`config.mk`:
```
export PLATFORM = sky130hd
export DESIGN_NAME = read_scoreboard
export DESIGN_NICKNAME = d
export VERILOG_FILES = /design/src/rtl/read_scoreboard.sv
export SDC_FILE = /design/constraint.sdc
export NUM_CORES = 1
export LEC_CHECK = 0
export BUFFER_PORTS_ARGS = -buffer_cell sky130_fd_sc_hd__buf_2
export CORE_ASPECT_RATIO = 1.2
export CORE_MARGIN = 4
export CORE_UTILIZATION = 37
export CTS_CLUSTER_SIZE = 16
export DETAILED_ROUTE_END_ITERATION = 12
export PLACE_DENSITY = 0.6
export SYNTH_ARGS = -nofsm -noshare
export SYNTH_HDL_FRONTEND = slang
export SYNTH_SLANG_ARGS = --single-unit
```
`constraint.sdc`:
```
create_clock -name clk -period 3.43 [get_ports clk]
set_input_delay 0 -clock clk [delete_from_list [all_inputs] [get_ports clk]]
set_output_delay 0 -clock clk [all_outputs]
set_load 0.02 [all_outputs]
```
`src/rtl/read_scoreboard.sv`:
```
// Register-read hazard scoreboard: per-register pending-write counters gate issue
// until every producer of a source operand has retired through writeback.
module read_scoreboard #(
  parameter int NUM_REGS = 16,
  parameter int CNT_W    = 2
) (
  input  logic                clk,
  input  logic                reset,
  input  logic                issueIn,
  input  logic [0:3]          sourceReg1In,
  input  logic                sourceReg1ValidIn,
  input  logic [0:3]          sourceReg2In,
  input  logic                sourceReg2ValidIn,
  input  logic [0:3]          destRegIn,
  input  logic                destRegValidIn,
  input  logic [0:3]          destRegisterSpecialIn,
  input  logic                destRegisterSpecialValidIn,
  input  logic [0:3]          writebackRegIn,
  input  logic                writebackValidIn,
  input  logic [0:3]          writebackSpecialRegIn,
  input  logic                writebackSpecialValidIn,
  input  logic                flushIn,
  output logic                stallOut,
  output logic                canReadOut,
  output logic [NUM_REGS-1:0] busyMaskOut,
  output logic                errorOut
);

  localparam logic [CNT_W-1:0] CNT_MAX  = {CNT_W{1'b1}};
  localparam logic [CNT_W-1:0] CNT_ZERO = {CNT_W{1'b0}};

  logic [CNT_W-1:0]    cnt_q [NUM_REGS];
  logic [CNT_W-1:0]    cnt_d [NUM_REGS];
  logic                error_q;
  logic                error_d;
  logic [NUM_REGS-1:0] busy_s;
  logic [NUM_REGS-1:0] sat_s;
  logic [NUM_REGS-1:0] inc_s;
  logic [NUM_REGS-1:0] dec_s;
  logic                src_haz_s;
  logic                sat_haz_s;

  // Busy and saturation flags come from registered counters only (no writeback bypass).
  always_comb begin
    for (int r = 0; r < NUM_REGS; r++) begin
      busy_s[r] = (cnt_q[r] != CNT_ZERO);
      sat_s[r]  = (cnt_q[r] == CNT_MAX);
    end
  end

  // Hazard detection and same-cycle grant.
  always_comb begin
    src_haz_s  = (sourceReg1ValidIn && busy_s[sourceReg1In]) ||
                 (sourceReg2ValidIn && busy_s[sourceReg2In]);
    sat_haz_s  = (destRegValidIn && sat_s[destRegIn]) ||
                 (destRegisterSpecialValidIn && sat_s[destRegisterSpecialIn]);
    stallOut   = issueIn && !flushIn && (src_haz_s || sat_haz_s);
    canReadOut = issueIn && !flushIn && !stallOut;
  end

  // One-hot increment/decrement masks; equal dual targets collapse to a single step.
  always_comb begin
    for (int r = 0; r < NUM_REGS; r++) begin
      inc_s[r] = canReadOut &&
                 ((destRegValidIn && (destRegIn == 4'(r))) ||
                  (destRegisterSpecialValidIn && (destRegisterSpecialIn == 4'(r))));
      dec_s[r] = (writebackValidIn && (writebackRegIn == 4'(r))) ||
                 (writebackSpecialValidIn && (writebackSpecialRegIn == 4'(r)));
    end
  end

  // Counter next state; flush wins over both issue and writeback.
  always_comb begin
    error_d = error_q;
    for (int r = 0; r < NUM_REGS; r++) begin
      cnt_d[r] = cnt_q[r];
    end
    if (flushIn) begin
      for (int r = 0; r < NUM_REGS; r++) begin
        cnt_d[r] = CNT_ZERO;
      end
    end else begin
      for (int r = 0; r < NUM_REGS; r++) begin
        case ({inc_s[r], dec_s[r]})
          2'b10: cnt_d[r] = cnt_q[r] + {{(CNT_W-1){1'b0}}, 1'b1};
          2'b01: begin
            if (cnt_q[r] == CNT_ZERO) begin
              error_d = 1'b1;
            end else begin
              cnt_d[r] = cnt_q[r] - {{(CNT_W-1){1'b0}}, 1'b1};
            end
          end
          default: cnt_d[r] = cnt_q[r];
        endcase
      end
    end
  end

  // State registers.
  always_ff @(posedge clk or posedge reset) begin
    if (reset) begin
      for (int r = 0; r < NUM_REGS; r++) begin
        cnt_q[r] <= CNT_ZERO;
      end
      error_q <= 1'b0;
    end else begin
      for (int r = 0; r < NUM_REGS; r++) begin
        cnt_q[r] <= cnt_d[r];
      end
      error_q <= error_d;
    end
  end

  assign busyMaskOut = busy_s;
  assign errorOut    = error_q;

endmodule

```
== Word level (Yosys, flattened, before mapping) ==
Index checks and enable logic that the tools add are counted.

* $add $sub $neg: 32
* $lt $le $gt $ge: 4
* Muxes and demuxes: 80
* Eq/ne operators: 124
* Bitwise logic cells: 0
* Shifts and indexed selects: 0
* Multiply operators: 0
* Reductions and logical operators: 192
* Div/mod/pow operators: 0

{| class="wikitable"
|+ Operator list
! kind !! number
|-
| 4-bit equality test, second input constant || 32
|-
| 1-bit logical AND || 87
|-
| 2-bit equality test, second input constant || 32
|-
| 4-bit by 3-bit equality test with 1-bit output, second input constant || 16
|-
| 2-bit one-hot mux with 2 select lines || 16
|-
| 3-bit inequality test, second input constant || 16
|-
| 3-bit nonzero test || 16
|-
| 1-bit two-way mux || 43
|-
| 1-bit logical OR || 35
|-
| 2-bit by 1-bit adder with 2-bit output, second input constant || 16
|-
| 2-bit by 1-bit equality test with 1-bit output, second input constant || 16
|-
| 4-bit by 2-bit equality test with 1-bit output, second input constant || 8
|-
| 2-bit zero test || 16
|-
| 2-bit two-way mux || 16
|-
| 32-bit two-way mux || 1
|-
| 2-bit AND reduction || 16
|-
| 2-bit nonzero test || 16
|-
| 2-bit by 1-bit subtractor with 2-bit output, second input constant || 16
|-
| 4-bit by 5-bit less-than comparator with 1-bit output, second input constant || 4
|-
| 1-bit binary-select mux with 4-bit select || 4
|-
| 4-bit by 1-bit equality test with 1-bit output, second input constant || 4
|-
| 4-bit zero test || 4
|-
| 1-bit zero test || 2
|}

* Bits in latches: 0
* Output and inout bits: 19
* Bits in writable memories: 0
* Memory bits (read-only): 0
* Word-level logic and storage cells: 449
* Register bits after elaboration: 33
* Memories kept: 0
* Bits of input ports: 34

== Longest topological paths before layout ==
* Depth in word-level cells: 49
* Mapped depth: 11
* Depth with buffers taken out: 8

== Worst setup path before layout ==
No wires, ideal clock.

* Path kind: reg-to-reg
* Start: reg cnt_q[2] (netlist bit)
* End: reg cnt_q[8] (netlist bit)
* Setup slack: 860 ps
* Arrival: 2443 ps
* Library setup time: 128 ps
* Period minus slack after synthesis: 2570 ps
* Required time: 3302 ps
* Path buffers: 2
* Stages on the path, launching flop included: 11
* Cells stage by stage: dfrtp_1 buf_2 nor2_1 mux4_2 mux4_2 o21ai_4 nor4_2 buf_6 nand2_2 mux2i_1 mux2_1

* Longest elaborated chain between the ends: 13
* Elaborated cells on any way between the ends: 28
* Those cells by class: eq/ne (4); mux (10); reduce/logical (14)

{| class="wikitable"
|+ Ends and longest elaborated chain
! element !! RTL line !! RTL
|-
| from (decl) || 32 || <nowiki>logic [CNT_W-1:0] cnt_q [NUM_REGS];</nowiki>
|-
| from (signal, indexed assignment) || 108 || <nowiki>cnt_q[r] <= cnt_d[r];</nowiki>
|-
| 2-bit equality test or 2-bit nonzero test (tied branches) || 47, 46 ||
|-
| 1-bit binary-select mux with 4-bit select, on equally long branches || -- ||
|-
| 1-bit two-way mux, on equally long branches || -- ||
|-
| 1-bit logical AND, on equally long branches || -- ||
|-
| 1-bit logical OR, on equally long branches || 55, 53 ||
|-
| 1-bit logical OR (*) || 57 || <nowiki>stallOut = issueIn && !flushIn && (src_haz_s || sat_haz_s);</nowiki>
|-
| 1-bit logical AND (*) || 57 ||
|-
| 1-bit zero test (*) || 58 || <nowiki>canReadOut = issueIn && !flushIn && !stallOut;</nowiki>
|-
| 1-bit logical AND (*) || 58 ||
|-
| 1-bit logical AND (*) || 64 || <nowiki>inc_s[r] = canReadOut &&</nowiki>
|-
| 2-bit by 1-bit equality test with 1-bit output or 2-bit equality test (tied branches) || 84 || <nowiki>case ({inc_s[r], dec_s[r]})</nowiki>
|-
| 2-bit one-hot mux with 2 select lines, or another cell as far along || 84 ||
|-
| 32-bit two-way mux or 2-bit AND reduction (tied branches) || -- ||
|}

Every way passes the cells marked *; elsewhere a longest branch is shown, timed or not. The select of a mux whose other input is x is not followed.
A chain may end at the register's enable or synchronous reset.

== Final worst setup path ==
* Start: reg cnt_q[6] (netlist bit)
* End: reg error_q (netlist: errorOut)

* Longest elaborated chain between the ends: 49
* Elaborated cells on any way between the ends: 91
* Those cells by class: eq/ne (17); mux (46); reduce/logical (28)

{| class="wikitable"
|+ Ends and longest elaborated chain
! element !! RTL line !! RTL
|-
| 2-bit equality test or 2-bit nonzero test (tied branches) || 47, 46 ||
|-
| 1-bit binary-select mux with 4-bit select, on equally long branches || -- ||
|-
| 1-bit two-way mux, on equally long branches || -- ||
|-
| 1-bit logical AND, on equally long branches || -- ||
|-
| 1-bit logical OR, on equally long branches || 55, 53 ||
|-
| 1-bit logical OR || 57 ||
|-
| 1-bit logical AND || 57 ||
|-
| 1-bit zero test || 58 ||
|-
| [... 33 more ...] || -- ||
|-
| 1-bit two-way mux || 87 || <nowiki>if (cnt_q[r] == CNT_ZERO) begin</nowiki>
|-
| 1-bit two-way mux || 84 ||
|-
| 1-bit two-way mux || 87 ||
|-
| 1-bit two-way mux || 84 ||
|-
| 1-bit two-way mux || 87 ||
|-
| 1-bit two-way mux || 84 ||
|-
| 1-bit two-way mux || 87 ||
|-
| 1-bit two-way mux (*) || 84 ||
|-
| to (signal assigned) || 110 || <nowiki>error_q <= error_d;</nowiki>
|-
| to (decl) || 34 || <nowiki>logic error_q;</nowiki>
|}

Marks and branches as above.

==> key figures <==
Power
  • Combinational cell fraction of total power: 22.2%
  • Worst vdd ir: 105.0 uV
  • Sequential share of power: 44.7%
  • Clock Power Share: 33.1%
  • Sw Ratio: 31.15%
  • P_sw: 0.0002755 W
  • Power per Cell Area: 242.3 nW/um^2
  • Int Power: 0.0006090 W
  • Pleak: 1.509 nW

GRT
  • All-Layer GR Usage: 20.56%
  • Largest net degree at the start of global routing: 37
  • Global route total overflow: 0
  • Global-route wire length before repair: 16300 um
  • Initial antenna violation count: 0
  • Vias in the first global route: 3139

Worst setup path
  • WP data required: 3.57 ns
  • R2r startpoint: cnt_q[6]
  • CP Capture Type: flop
  • CP Max Fanout: 11
  • Critical path startpoint: cnt_q[6]
  • Slowest CP cell: nor4_4
  • Critical path destination: errorOut
  • CP peak stage delay: 0.71 ns
  • CP startpoint kind: flop
  • CP Class: flop to flop
  • Critical path arrival: 3.10 ns
  • Reg-to-reg slack, setup: 0.47 ns
  • Worst-path cell chain: nor2_1 > mux4_2 > mux2_2 > o32ai_1 > nor4_4 > a21boi_1 > a22oi_1 > a32oi_1
  • Worst Reg2Reg Path Length in Cells: 8
  • Worst R2R End: errorOut

Clocking
  • Clock Sinks: 33
  • H-tree levels: 2
  • CTS root buffer: clkbuf_8
  • Cts bufs inserted: 5
  • Cts repair resizes: 0
  • Clk_lat worst skew: 0.30 ns
  • CTS Hold Buffers Added: 1
  • Post-CTS Repair Setup Buffers: 0
  • CTS tree: built
  • Clock buffer depth: 2
  • Clock-pin slew on the worst setup and hold paths: 0.07 ns

Floorplanning
  • IO Pins: 53
  • Chip width: 92.94 um
  • Core footprint: 8288 um^2
  • Starting Density: 38.65%
  • Die Y: 109.9 um
  • Die ar.: 10220 um^2
  • Row Count: 36

Final layout
  • Sequential Area: 825.8 um^2
  • Final Net Count: 469
  • Fillers: 881
  • Area delta synth->final: 13.98%
  • Antenna cell count: 0
  • Fraction of layout cells with a size suffix above 1: 20.18%
  • Fin area: 3651 um^2
  • Multi-input gate area: 2212 um^2

Worst hold path
  • Hold Crit Depth: 2
  • HP Class: primary input to flop

Timing
  • Max Freq: 338.1 MHz
  • Final period util: 86.23%
  • Clock Skews: 0.008197 ns
  • Final setup viols: 0
  • Relative slew slack: 47.87%
  • RSZ-0062 raised after global routing: false
  • Final hold vios: 0
  • TNS Setup: 0 ns
  • Max Transition Viols Final: 0
  • Minimum clock period: 2.958 ns
  • Slew @ Worst Pin: 0.7795 ns

Drt
  • Avg WL per Cell: 18.65 um
  • Starting DRT DRC Count: 290
  • Final wirelength: 10260 um
  • Final ANT Viol Nets: 0
  • DR vias: 3272
  • Via density: 5.949
  • DR pass1 iterations: 4
  • Residual DRC count: 0

Synth
  • Post-Syn Nets: 420
  • Synth top cells by count: nor2_1, dfrtp_1, nand2_1
  • Top cells by area, synth: dfrtp_1, mux4_2, nor2_1
  • Post-synthesis cell count: 386
  • Register area share after synthesis: 25.78%
  • Most numerous cell in the Yosys netlist: nor2_1
  • Async S/R FF share, synth: 100.0%
  • Post-synthesis cell type count: 51
  • Synth Cell Area: 3203 um^2
  • Post-synth top area cell: dfrtp_1
  • Synth Flop Type: dfrtp_1
  • Average size of a mapped cell: 8.298 um^2
  • Synth Register Bits: 33
  • EDFF count, synth: 0
  • Yosys top cell area share: 25.78%
  • Syn. warnings: 0

Placement
  • Post-DP Area: 3561 um^2
  • # port buffers: 52
  • RePlAce Congestion: 0.9476
  • DP Wirelength: 8103 um

Run status
  • Outcome: finished, final reports clean

Flow run
  • Number of max-cap violations: 0
==> sequential cells by signal (all words and copies together), names as in the netlist <==
signal	flops
cnt_q	32
errorOut	1
==> stage by stage <==
| step | util, % | hold slack, ns | power, W | instances | worst slack [ns] |
|---|---|---|---|---|---|
| 6_report | 44.05 | 0.2435 | 0.0008846 | 550 | 0.4723 |
| 3_5_place_dp | 42.96 | 0.1265 | 0.0005954 | 541 | 0.5387 |
| 5_1_grt | 44.05 | 0.2827 | 0.0009257 | 550 | 0.3286 |
| 2_1_floorplan | - | 0.1289 | 0.0005290 | 386 | 0.8599 |
| 4_1_cts | 44.05 | 0.2466 | 0.0008838 | 550 | 0.5263 |
| 3_3_place_gp | 42.96 | 0.1181 | 0.0005935 | 541 | 0.5566 |
==> power groups by stage <==
| stage | Clock [W] | Combinational, W | Sequential [W] |
|---|---|---|---|
| 2_1_floorplan | 0 | 0.000128 | 0.000401 |
| 3_3_place_gp | 0 | 0.000191 | 0.000402 |
| 3_5_place_dp | 0 | 0.000193 | 0.000402 |
| 4_1_cts | 0.000294 | 0.000195 | 0.000395 |
| 5_1_grt | 0.000315 | 0.000215 | 0.000395 |
| 6_report | 0.000293 | 0.000196 | 0.000395 |
==> cell usage in the layout, fill, tap and decap left out, types with 15 or more instances in the layout <==
cell       n
mux4_2    15
nand2_1   28
nor2_1    39
a21oi_1   23
o22ai_1   19
buf_2     52
inv_1     22
o21ai_0   23
dfrtp_1   33
nand2b_1  21
==> layout make-up <==
| type | instances | area share (%) |
|---|---|---|
| Multi-Input combinational cell | 315 | 60.59 |
| Sequential cell | 33 | 22.62 |
| Timing Repair Buffer | 58 | 8.430 |
| Tap cell | 114 | 3.907 |
| Inverter | 22 | 2.262 |
| Clock buffer | 8 | 2.193 |
==> critical path, delay by kind of cell, from the launching register on <==
kind	cells	cell delay, ns
multiplexers	2	0.45
AO/OA/AOI/OAI	4	0.85
AND/OR/NAND/NOR	2	1.06
flip-flops	1	0.45
==> per-layer routing <==
layer / part of all wire, % / vias to the layer above / track usage [%] / wire length (um)
li1: - / 1565 / - / -
met1: 44 / 1571 / 27.31 / 4560
met2: 48 / 120 / 33.87 / 4936
met3: 5.3 / 16 / 3.217 / 544
met4: 2.1 / 0 / 7.539 / 216
met5: 0 / - / 0 / 0
==> worst min path at each step <==
stage	start	end	slack, ns
final	flushIn	cnt_q[30]	0.24
after global routing	flushIn	cnt_q[30]	0.28
after CTS	flushIn	cnt_q[30]	0.25
after detailed placement	reset	cnt_q[18]	0.13
after global placement	reset	cnt_q[18]	0.12
after floorplan	reset	cnt_q[0]	0.13
==> kinds of logic after synthesis <==
kind of cell | share of synthesized area, %
and+or+nand+nor | 25.12
AOI/OAI and AO/OA | 27.70
buffers and inverters | 5.429
muxes | 13.52
xor gates and xnor gates | 2.461
DFF | 25.78
No activity file was read; power rests on OpenSTA's default activity.
